[src/rtl/instruction_fetch_queue.sv]
// Fetch queue between the PC and decode: issues fetch requests to instruction memory,
// collects in-order responses into a circular buffer and drops stale responses after a flush.
module instruction_fetch_queue #(
  parameter int DEPTH       = 4,
  parameter int ADDR_WIDTH  = 32,
  parameter int INSTR_WIDTH = 32
) (
  input  logic                   clock,
  input  logic                   reset,
  input  logic [ADDR_WIDTH-1:0]  readAddress,
  input  logic                   fetchValid,
  output logic                   fetchReady,
  input  logic                   flush,
  output logic                   memReqValid,
  output logic [ADDR_WIDTH-1:0]  memReqAddress,
  input  logic                   memReqReady,
  input  logic                   memRespValid,
  input  logic [INSTR_WIDTH-1:0] memRespData,
  output logic                   instrValid,
  output logic [INSTR_WIDTH-1:0] instruction,
  output logic [ADDR_WIDTH-1:0]  instrAddress,
  input  logic                   instrReady,
  output logic                   protocolError
);
  localparam int IW = $clog2(DEPTH);
  localparam int PW = IW + 1;
  localparam logic [PW:0] DEPTH_W = (PW+1)'(DEPTH);

  typedef logic [PW-1:0] ptr_t;

  ptr_t alloc_ptr, fill_ptr, head_ptr, drop_count;
  ptr_t used, pending;
  logic [ADDR_WIDTH-1:0]  addr_q [DEPTH];
  logic [INSTR_WIDTH-1:0] data_q [DEPTH];
  logic [DEPTH-1:0]       filled_q;
  logic [IW-1:0]          alloc_idx, fill_idx, head_idx;
  logic [PW:0]            occupancy;
  logic [PW+1:0]          drop_sum;
  logic                   credit, fire, pop;

  assign used      = alloc_ptr - head_ptr;
  assign pending   = alloc_ptr - fill_ptr;
  assign alloc_idx = alloc_ptr[IW-1:0];
  assign fill_idx  = fill_ptr[IW-1:0];
  assign head_idx  = head_ptr[IW-1:0];

  // Stale responses still hold a slot until they drain, so they count against credit.
  assign occupancy = {1'b0, used} + {1'b0, drop_count};
  assign credit    = occupancy < DEPTH_W;
  assign drop_sum  = {2'b0, drop_count} + {2'b0, pending};

  assign memReqValid   = fetchValid & credit & ~flush & ~reset;
  assign memReqAddress = readAddress;
  assign fetchReady    = memReqValid & memReqReady;
  assign fire          = fetchReady;

  assign instrValid   = (used != '0) & filled_q[head_idx];
  assign instruction  = data_q[head_idx];
  assign instrAddress = addr_q[head_idx];
  assign pop          = instrValid & instrReady & ~flush;

  always_ff @(posedge clock or posedge reset) begin
    if (reset) begin
      alloc_ptr     <= '0;
      fill_ptr      <= '0;
      head_ptr      <= '0;
      drop_count    <= '0;
      protocolError <= 1'b0;
      filled_q      <= '0;
      for (int i = 0; i < DEPTH; i++) begin
        addr_q[i] <= '0;
        data_q[i] <= '0;
      end
    end else if (flush) begin
      head_ptr <= alloc_ptr;
      fill_ptr <= alloc_ptr;
      // A response arriving with the flush is itself one of the stale ones.
      if (memRespValid) begin
        if (drop_sum == '0) begin
          protocolError <= 1'b1;
          drop_count    <= '0;
        end else begin
          drop_count <= PW'(drop_sum - 1'b1);
        end
      end else begin
        drop_count <= PW'(drop_sum);
      end
    end else begin
      if (fire) begin
        addr_q[alloc_idx]   <= readAddress;
        filled_q[alloc_idx] <= 1'b0;
        alloc_ptr           <= alloc_ptr + ptr_t'(1);
      end
      if (memRespValid) begin
        if (drop_count != '0) begin
          drop_count <= drop_count - ptr_t'(1);
        end else if (pending != '0) begin
          data_q[fill_idx]   <= memRespData;
          filled_q[fill_idx] <= 1'b1;
          fill_ptr           <= fill_ptr + ptr_t'(1);
        end else begin
          protocolError <= 1'b1;
        end
      end
      if (pop) head_ptr <= head_ptr + ptr_t'(1);
    end
  end
endmodule
[config.mk]
export PLATFORM = sky130hd
export DESIGN_NAME = instruction_fetch_queue
export DESIGN_NICKNAME = d
export VERILOG_FILES = /design/src/rtl/instruction_fetch_queue.sv
export SDC_FILE = /design/constraint.sdc
export NUM_CORES = 1
export LEC_CHECK = 0
export BUFFER_PORTS_ARGS = -buffer_cell sky130_fd_sc_hd__clkbuf_2
export CORE_ASPECT_RATIO = 0.75
export CORE_MARGIN = 2
export CORE_UTILIZATION = 45
export CTS_BUF_LIST = sky130_fd_sc_hd__clkbuf_4
export DETAILED_ROUTE_END_ITERATION = 16
export PLACE_DENSITY = 0.78
export SYNTH_ARGS = -nofsm -noshare
export SYNTH_HDL_FRONTEND = slang
export SYNTH_SLANG_ARGS = --single-unit
[constraint.sdc]
create_clock -name clock -period 7.17 [get_ports clock]
set_input_delay 0 -clock clock [delete_from_list [all_inputs] [get_ports clock]]
set_output_delay 0 -clock clock [all_outputs]
set_load 0.02 [all_outputs]
==> results of run 1 <==
## logic make-up (layout without fill, tap and decap cells)
family	count (synthesis)	after routing	synth area share (%)
buf+inv	93	380	5.38
xor+xnor	8	8	0.742
flops	273	273	51.3
fa+ha+maj	21	21	2.14
simple gates	38	38	2.25
other cells	0	1	0
mux	329	329	36.5
compound gates	31	31	1.68
## what timing repair did
action                                 in CTS  in global routing
resized for setup                           0                  0
setup endpoints to repair                   0                  0
endpoints found under the hold margin     346                  0
hold buffers                               70                  0
## stage by stage
stage	std cells	cell area, um2	setup WS, ns	utilization, %	hold WS [ns]
after floorplan	793	13300	3.50	-	0.113
after global placement	1282	14100	2.72	48.3	0.265
after detailed placement	1282	14100	2.53	48.3	0.273
after CTS	1472	15600	2.48	53.6	0.0798
after global routing	1473	15600	2.25	53.7	0.104
final	1473	15600	2.49	53.7	0.152
## how the worst min path moves through the flow
| stage | depth (start not counted) | end | start | slack, ns |
|---|---|---|---|---|
| after global routing | 3 | data_q[111]$_DFFE_PP0P_ | memRespData[15] | 0.10 |
| after global placement | 2 | data_q[109]$_DFFE_PP0P_ | memRespData[13] | 0.26 |
| after detailed placement | 2 | memReqAddress[28] | readAddress[28] | 0.27 |
| after floorplan | 1 | memReqAddress[0] | readAddress[0] | 0.11 |
| final | 3 | data_q[109]$_DFFE_PP0P_ | memRespData[13] | 0.15 |
| after CTS | 4 | alloc_ptr[0]$_DFFE_PP0P_ | fetchValid | 0.08 |
## sequential cells by signal, indices dropped and copies added, names as in the netlist
signal and cells:
alloc_ptr 3, fill_ptr 3, drop_count 3, filled_q 4
protocolError 1, data_q 128, head_ptr 3, addr_q 128
## cell usage after synthesis, types with 5 or more instances
| library cell | n | share of area (%) |
|---|---|---|
| o21ai_0 | 7 | 0.26 |
| mux2_4 | 115 | 13 |
| buf_6 | 14 | 1.2 |
| ha_1 | 18 | 1.7 |
| mux2i_1 | 5 | 0.38 |
| clkbuf_1 | 7 | 0.20 |
| nand2_1 | 7 | 0.20 |
| buf_4 | 33 | 1.9 |
| nor2_1 | 7 | 0.20 |
| buf_8 | 6 | 0.68 |
| mux4_2 | 65 | 11 |
| mux2_1 | 8 | 0.68 |
| buf_2 | 9 | 0.34 |
| clkbuf_8 | 6 | 0.62 |
| dfrtp_1 | 273 | 51 |
| inv_1 | 16 | 0.45 |
| mux2_2 | 136 | 11 |
## final cells by class
type                    instances  area share (%)
clock buffers                 102            4.90
flip-flops and latches        273            43.8
inverters                      17           0.432
multi-input cells             427            36.9
clock inverters                18           0.657
diodes                          1          0.0160
well taps                     392            3.14
repair buffers                243            10.2
## routing by layer
layer / routed length [um] / up-vias
met5: 0 / -
met4: 602 / 0
met3: 1140 / 39
met2: 13200 / 162
met1: 12900 / 4056
li1: - / 3419
## power groups by stage
stage | Sequential (mW) | Combinational (mW) | Clock [mW]
finish | 2.49 | 2.36 | 1.31
global route | 2.56 | 2.54 | 1.45
CTS | 2.49 | 2.38 | 1.37
detailed placement | 2.51 | 2.34 | 0
global placement | 2.48 | 2.26 | 0
floorplan | 2.28 | 1.96 | 0
## critical path, cell delays in order (launching register included)
cell	delay (ns)
dfrtp_4	1.19
inv_1	0.16
fa_1	0.43
xnor3_1	0.46
ha_1	0.33
nor4b_2	0.33
o2111a_1	0.60
nand2_4	0.52
mux2_4	0.46
==> results.md, run 1 <==
- Ys flop type: dfrtp_1
- Busiest grt layer: met2
- Worst setup EP type: flop
- Synthesized area: 0.0133 mm2
- RSZ-0062 raised after global routing: no
- Fill cell count: 2,382
- M3 GR Usage: 4.09%
- CTS tree: yes
- Largest net degree at the start of global routing: 196
- Synth cell types: 51
- Met1 Use GR: 26.0%
- WP data required: 7.70 ns
- Vias: 7,676
- Final GP Congestion: 0.778
- Sequential cell area: 0.00684 mm2
- Initial Utilization: 45.7%
- FFs w/ async S/R, synth: 100%
- Clock transition at path regs: 0.06 ns
- Detailed-route wire length per cell: 18.9 um
- Sw Share: 34.1%
- Root buffer selected by CTS: clkbuf_4
- DRT iter0 DRCs: 329
- Die H: 153 um
- H-tree levels: 3
- Final min period: 4.68 ns
- Fmax: 214 MHz
- Leak pwr: 8.22 nW
- Setup CP Type: reg -> reg
- Rows: 54
- Final nets: 1,127
- Register area share after synthesis: 51.3%
- Post-synth EDFFs: 0
- Yosys reg bits: 273
- Max Cap Viol: 0
- Slew Viols, Final: 0
- Total iterations of the first detailed-routing run: 4
- Worst VDD drop: 213 uV
- Setup TNS: 0 ns
- DIE AREA: 0.0310 mm2
- Setup crit start kind: flop
- Synthesized instance count: 793
- Worst skew pair latency: 0.68 ns
- Core Region: 0.0291 mm2
- Reg2reg end: addr_q[1]$_DFFE_PP0P_
- Slew @ Worst Pin: 1.14 ns
- HPWL Detailed: 16,500 um
- R2R setup slack: 2.49 ns
- DRC viols: 0
- Die Width: 203 um
- Critical Path End: addr_q[1]$_DFFE_PP0P_
- Final Hold Fails: 0
- Normalized max-slew margin: 23.7%
- Net Switching: 2.10 mW
- Routed WL: 27,800 um
- GR Overflow Total: 0
- Internal power: 4.06 mW
- Reg power frac: 40.4%
- Commonest non-fill, non-tap cell in the layout: dfrtp_1
- # setup viols final: 0
- Detailed-route vias per instance: 5.21
- GRT Overall Usage: 18.6%
- # Post-CTS Setup Buffers: 0
- Most frequent cells in the layout: 271 x dfrtp_1, 170 x clkbuf_2, 136 x mux2_2, 115 x mux2_4, 102 x clkbuf_4
- Number of I/O pins: 171
- Area of the multi-input gates: 0.00577 mm2
- CP startpoint: head_ptr[1]$_DFFE_PP0P_
- R2R depth: 8
- Reg2reg start: head_ptr[1]$_DFFE_PP0P_
- CTS Buffer Depth: 3
- Power Dens Cells: 394 mW/mm2
- First-pass GRT wire length: 45,800 um
- CTS Sinks: 273
- CTS Buf Count: 73
- Share of the clock period used by the worst path after layout: 65.3%
- Outcome: completed
- Met2 usage: 28.7%
- Avg Synthesized Cell Area: 16.8 um2
- Arr. time, crit path: 5.21 ns
- Initial antenna violation count: 1
- Total power: 6.16 mW
- Syn nets: 885
- Vias in the first global route: 8,411
- Combinational Power Share: 38.3%
- Detail Route Antenna Nets: 0
- Worst-path maximum fanout: 70
- Ratio of cells with drive above 1 in the final layout: 57.3%
- Hold Crit Class: in -> reg
- Area growth syn-to-layout: 17.3%
- Final clock skew: 0.0511 ns
- # port buffers: 170
- Clock power frac: 21.3%
- Synth Warn #: 0
(Power assumes the default switching activity.)
==> inputs of run 2 (changes only) <==
PLACE_DENSITY = 0.76   (was 0.78)
clock period = 4.43 ns   (was 7.17 ns; I/O delays follow)
==> run 2 against run 1 <==
Effect of this change:
- non-clock buffer count increased by 3
- clock skew decreased by 0.023 ns
- flip-flop and latch count unchanged
- critical path type unchanged
==> results.md, run 2 (same netlist as run 1, synthesis figures left out) <==
- HPWL Detailed: 16,700 um
- Setup CP Type: reg -> reg
- DRC viols: 0
- Total iterations of the first detailed-routing run: 4
- Biggest regs: addr_q x128, data_q x128, filled_q x4
- CP max stage delay: 0.57 ns
- Detailed-route vias per instance: 5.18
- Initial Utilization: 45.7%
- H-tree levels: 3
- Hold Crit Class: in -> async
- GR Overflow Total: 0
- # setup viols final: 0
- Commonest non-fill, non-tap cell in the layout: dfrtp_1
- Setup TNS: 0 ns
- Fmax: 252 MHz
- DRT iter0 DRCs: 242
- CTS Buffer Depth: 3
- Clock transition at path regs: 0.07 ns
- Cell area after layout: 0.0156 mm2
- Max stage delay cell, worst path: o2111a_1
- Area growth syn-to-layout: 17.3%
- Root buffer selected by CTS: clkbuf_4
- Die Width: 203 um
- Most frequent cells in the layout: 271 x dfrtp_1, 170 x clkbuf_2, 136 x mux2_2, 115 x mux2_4, 101 x clkbuf_4
- Setup crit start kind: flop
- Worst skew pair latency: 0.66 ns
- Final min period: 3.98 ns
- Final cell count without fillers: 1,473
- WP data required: 4.96 ns
- Normalized max-slew margin: 26.3%
- Final clock skew: 0.0279 ns
- Detail Route Antenna Nets: 0
- Worst-path maximum fanout: 33
- CTS resizes: 0
- Worst setup EP type: flop
- # port buffers: 170
- Arr. time, crit path: 4.51 ns
- Crit path buffers/inverters: 2
- DIE AREA: 0.0310 mm2
- Vias in the first global route: 8,448
- Ratio of cells with drive above 1 in the final layout: 56.9%
- First-pass GRT wire length: 46,000 um
- Hold-fix buffers, CTS: 70
- Worst VDD drop: 333 uV
- # Post-CTS Setup Buffers: 0
- Outcome: completed
- Power Dens Cells: 637 mW/mm2
- Slew @ Worst Pin: 1.11 ns
- Worst path top cell family by delay: adder cells
- Total power: 9.95 mW
- Number of placed instances, taps included: 1,285
- Slew Viols, Final: 0
- Rows: 54
- Largest net degree at the start of global routing: 140
- Routed WL: 28,000 um
- Core Region: 0.0291 mm2
- CTS Buf Count: 71
- Detailed-route wire length per cell: 19.0 um
- Post-DP Area: 0.0141 mm2
- Share of the clock period used by the worst path after layout: 89.7%
- CTS tree: yes
- Final GP Congestion: 0.770
- Vias: 7,623
- RSZ-0062 raised after global routing: no
- Final nets: 1,128
- Die H: 153 um
- Final Core Density: 53.7%
- Max Cap Viol: 0
- Leak pwr: 8.21 nW
- Final Hold Fails: 0
- Number of I/O pins: 171
- GRT Overall Usage: 18.9%
- CTS Sinks: 273
- Initial antenna violation count: 1
- Critical-path cell list: inv_1 -> ha_1 -> inv_1 -> fa_1 -> xnor3_1 -> ha_1 -> nor4b_2 -> o2111a_1 -> nand2_4 -> mux2_4
[run 2: changes by cell type in the layout (fill, tap and decap cells not counted)]
cell,delta
buf_4,+3
clkbuf_4,-1
clkinv_2,-4
clkinv_1,+5
clkinvlp_4,-1
inv_2,-2
[run 2: tightest hold or removal path, cell delays in order]
cell	delay [ns]
dlygate4sd3_1	0.53
clkbuf_2	0.15
clkinvlp_4	0.11
buf_12	0.51
[run 2: path summary, 6_finish.rpt]
check	from	to	slack, ns	cells past startpoint
worst min register to register	protocolError$_DFFE_PP0P_	protocolError$_DFFE_PP0P_	0.47	1
worst min-delay path	reset	alloc_ptr[1]$_DFFE_PP0P_	0.15	4
min in group clock	fetchValid	alloc_ptr[0]$_DFFE_PP0P_	0.15	4
worst max-delay path	alloc_ptr[0]$_DFFE_PP0P_	addr_q[75]$_DFFE_PP0P_	0.45	10
max in group asynchronous	reset	data_q[24]$_DFFE_PP0P_	3.54	4
worst max register to register	alloc_ptr[0]$_DFFE_PP0P_	addr_q[75]$_DFFE_PP0P_	0.45	10
[run 2: power by group]
group	switching (mW)	internal (mW)
registers	0.482	3.35
clock network	1.02	1.10
logic	1.90	2.11
[run 2: cell type report]
class | instances | area (um2)
fill | 2350 | 13500
sequential | 273 | 6840
multi-input combinational | 427 | 5770
timing repair buffer | 246 | 1610
clock buffer | 101 | 758
tap | 392 | 490
clock inverter | 16 | 86.3
inverter | 17 | 67.6
antenna | 1 | 2.50
[run 2: stage by stage]
| step | setup WS, ns | hold WS, ns |
|---|---|---|
| 3_5_place_dp | 0.490 | 0.269 |
| 4_1_cts | 0.448 | 0.0685 |
| 3_3_place_gp | 0.601 | 0.268 |
| 2_1_floorplan | 0.758 | 0.113 |
| 5_1_grt | 0.298 | 0.0998 |
| 6_report | 0.454 | 0.149 |
[run 2: routing by layer]
metal	GRT usage (%)	routed length [um]
met1	25.5	12700
met2	29.9	13400
met3	4.16	1240
met4	7.30	643
met5	0	0
==> inputs of run 3 (changes only) <==
clock period = 4.3 ns   (was 4.43 ns; I/O delays follow)
==> run 3 against run 2 <==
Effect of this change:
- die area is the same
- via count increased by 0.29%
- power grew 3.1%
- flip-flop and latch count stayed put
- worst setup slack worse by 0.072 ns
- highest routed layer unchanged
- clock skew fell by 0.0020 ns
- sequential power grew 3%
- clock-buffer cell count did not move
- critical path depth is the same
- register-to-register slack got worse by 0.07 ns
- design area rose by 0.20%
- largest power group unchanged
- final cell count grew 0.14%
==> results.md, run 3 (same netlist as run 1, synthesis figures left out) <==
- Setup CP Type: reg -> reg
- Setup crit start kind: flop
- Internal power: 6.76 mW
- Worst VDD drop: 379 uV
- HPWL Detailed: 16,100 um
- Power Dens Cells: 655 mW/mm2
- Final clock skew: 0.0259 ns
- Sw Share: 34.1%
- Post-route setup slack: 0.382 ns
- First-pass GRT wire length: 45,500 um
- Slew Viols, Final: 0
- Total iterations of the first detailed-routing run: 4
- Hold-fix buffers, CTS: 71
- CTS tree: yes
- Number of placed instances, taps included: 1,284
- Final nets: 1,128
- Final min period: 3.92 ns
- Dpl ws: 0.384 ns
- Reg power frac: 38.4%
- Outcome: completed
- # Post-CTS Setup Buffers: 0
- Detailed-route vias per instance: 5.18
- Total power: 10.3 mW
- Most frequent cells in the layout: 271 x dfrtp_1, 170 x clkbuf_2, 136 x mux2_2, 115 x mux2_4, 101 x clkbuf_4
- CTS Buf Count: 71
- WP data required: 4.83 ns
- DRT iter0 DRCs: 319
- Max Cap Viol: 0
- Setup TNS: 0 ns
- Biggest regs: addr_q x128, data_q x128, filled_q x4
- DRC viols: 0
- Commonest non-fill, non-tap cell in the layout: dfrtp_1
- Leak pwr: 8.22 nW
- Die Width: 203 um
- # port buffers: 170
- Ratio of cells with drive above 1 in the final layout: 57.0%
- Clock power frac: 21.3%
- Final GP Congestion: 0.796
- Root buffer selected by CTS: clkbuf_4
- Vias: 7,645
- Arr. time, crit path: 4.45 ns
- GR Overflow Total: 0
- Area growth syn-to-layout: 17.5%
- Number of I/O pins: 171
- CTS Buffer Depth: 3
- Hold Crit Class: in -> reg
- Final Hold Fails: 0
- RSZ-0062 raised after global routing: no
- Worst setup EP type: flop
- Initial Utilization: 45.7%
- Largest net degree at the start of global routing: 127
- DIE AREA: 0.0310 mm2
- Core Region: 0.0291 mm2
- Normalized max-slew margin: 23.4%
- CTS resizes: 0
- Vias in the first global route: 8,470
- Rows: 54
- Routed WL: 27,900 um
- Initial antenna violation count: 1
- CTS Sinks: 273
- Net Switching: 3.49 mW
- Share of the clock period used by the worst path after layout: 91.1%
- Combinational Power Share: 40.3%
- Hold_ws: 0.147 ns
- H-tree levels: 3
- Detail Route Antenna Nets: 0
- GRT Overall Usage: 18.6%
- Clock transition at path regs: 0.07 ns
- # setup viols final: 0
- Worst-path maximum fanout: 34
- Die H: 153 um
- Final cell count without fillers: 1,475
- Worst skew pair latency: 0.66 ns
- Slew @ Worst Pin: 1.15 ns
- Detailed-route wire length per cell: 18.9 um
- Fmax: 255 MHz
## run 3: cell types whose count changed in the layout (fill, tap and decap cells not counted), sizes merged
| cell | before | now |
|---|---|---|
| clkinvlp | 1 | 3 |
| buf | 6 | 5 |
| inv | 17 | 18 |
| dlygate4sd3 | 70 | 71 |
| clkinv | 14 | 13 |
## run 3: worst max-delay path, cell delays in order, from the launching register on
cell and delay (ns):
dfrtp_1 0.42, inv_1 0.18, ha_1 0.17, inv_1 0.04
fa_1 0.36, xnor3_1 0.45, ha_1 0.32, nor4b_2 0.30
o2111a_1 0.57, nand2_4 0.50, mux2_4 0.46
## run 3: power groups by stage
stage	logic, mW	clock network (mW)	registers, mW
CTS	4.16	2.28	3.93
global route	4.47	2.40	4.05
global placement	4.01	0	3.93
floorplan	3.27	0	3.80
detailed placement	4.10	0	3.96
finish	4.13	2.19	3.93
## run 3: layout make-up
| type | instances | area (um2) |
|---|---|---|
| Antenna cell | 1 | 2.50 |
| Clock buffer | 101 | 758 |
| Clock inverter | 18 | 103 |
| Fill cell | 2336 | 13500 |
| Inverter | 17 | 67.6 |
| Multi-Input combinational cell | 427 | 5770 |
| Sequential cell | 273 | 6840 |
| Tap cell | 392 | 490 |
| Timing Repair Buffer | 246 | 1620 |
## run 3: worst paths after layout
path                                           startpoint                   endpoint  slack, ns  cells past startpoint
max in group asynchronous                           reset     data_q[90]$_DFFE_PP0P_       2.59                      5
worst max register to register   alloc_ptr[0]$_DFFE_PP0P_      addr_q[2]$_DFFE_PP0P_       0.38                     10
worst min register to register  protocolError$_DFFE_PP0P_  protocolError$_DFFE_PP0P_       0.48                      1
worst min-delay path                           fetchValid   alloc_ptr[1]$_DFFE_PP0P_       0.15                      5
worst max-delay path             alloc_ptr[0]$_DFFE_PP0P_      addr_q[2]$_DFFE_PP0P_       0.38                     10
min in group asynchronous                           reset  drop_count[2]$_DFFE_PP0P_       0.63                      4
## run 3: metal layers
metal	track usage, %	up-vias	wire length [um]
met5	0	-	0
met4	7.37	0	685
li1	-	3427	-
met3	4.01	55	1030
met1	25.3	4005	12900
met2	29.3	158	13300
## run 3: stage by stage
step | cell area [um2] | utilization (%)
finish | 15700 | 53.8
global route | 15700 | 53.8
CTS | 15700 | 53.8
detailed placement | 14100 | 48.4
global placement | 14100 | 48.4
floorplan | 13300 | -
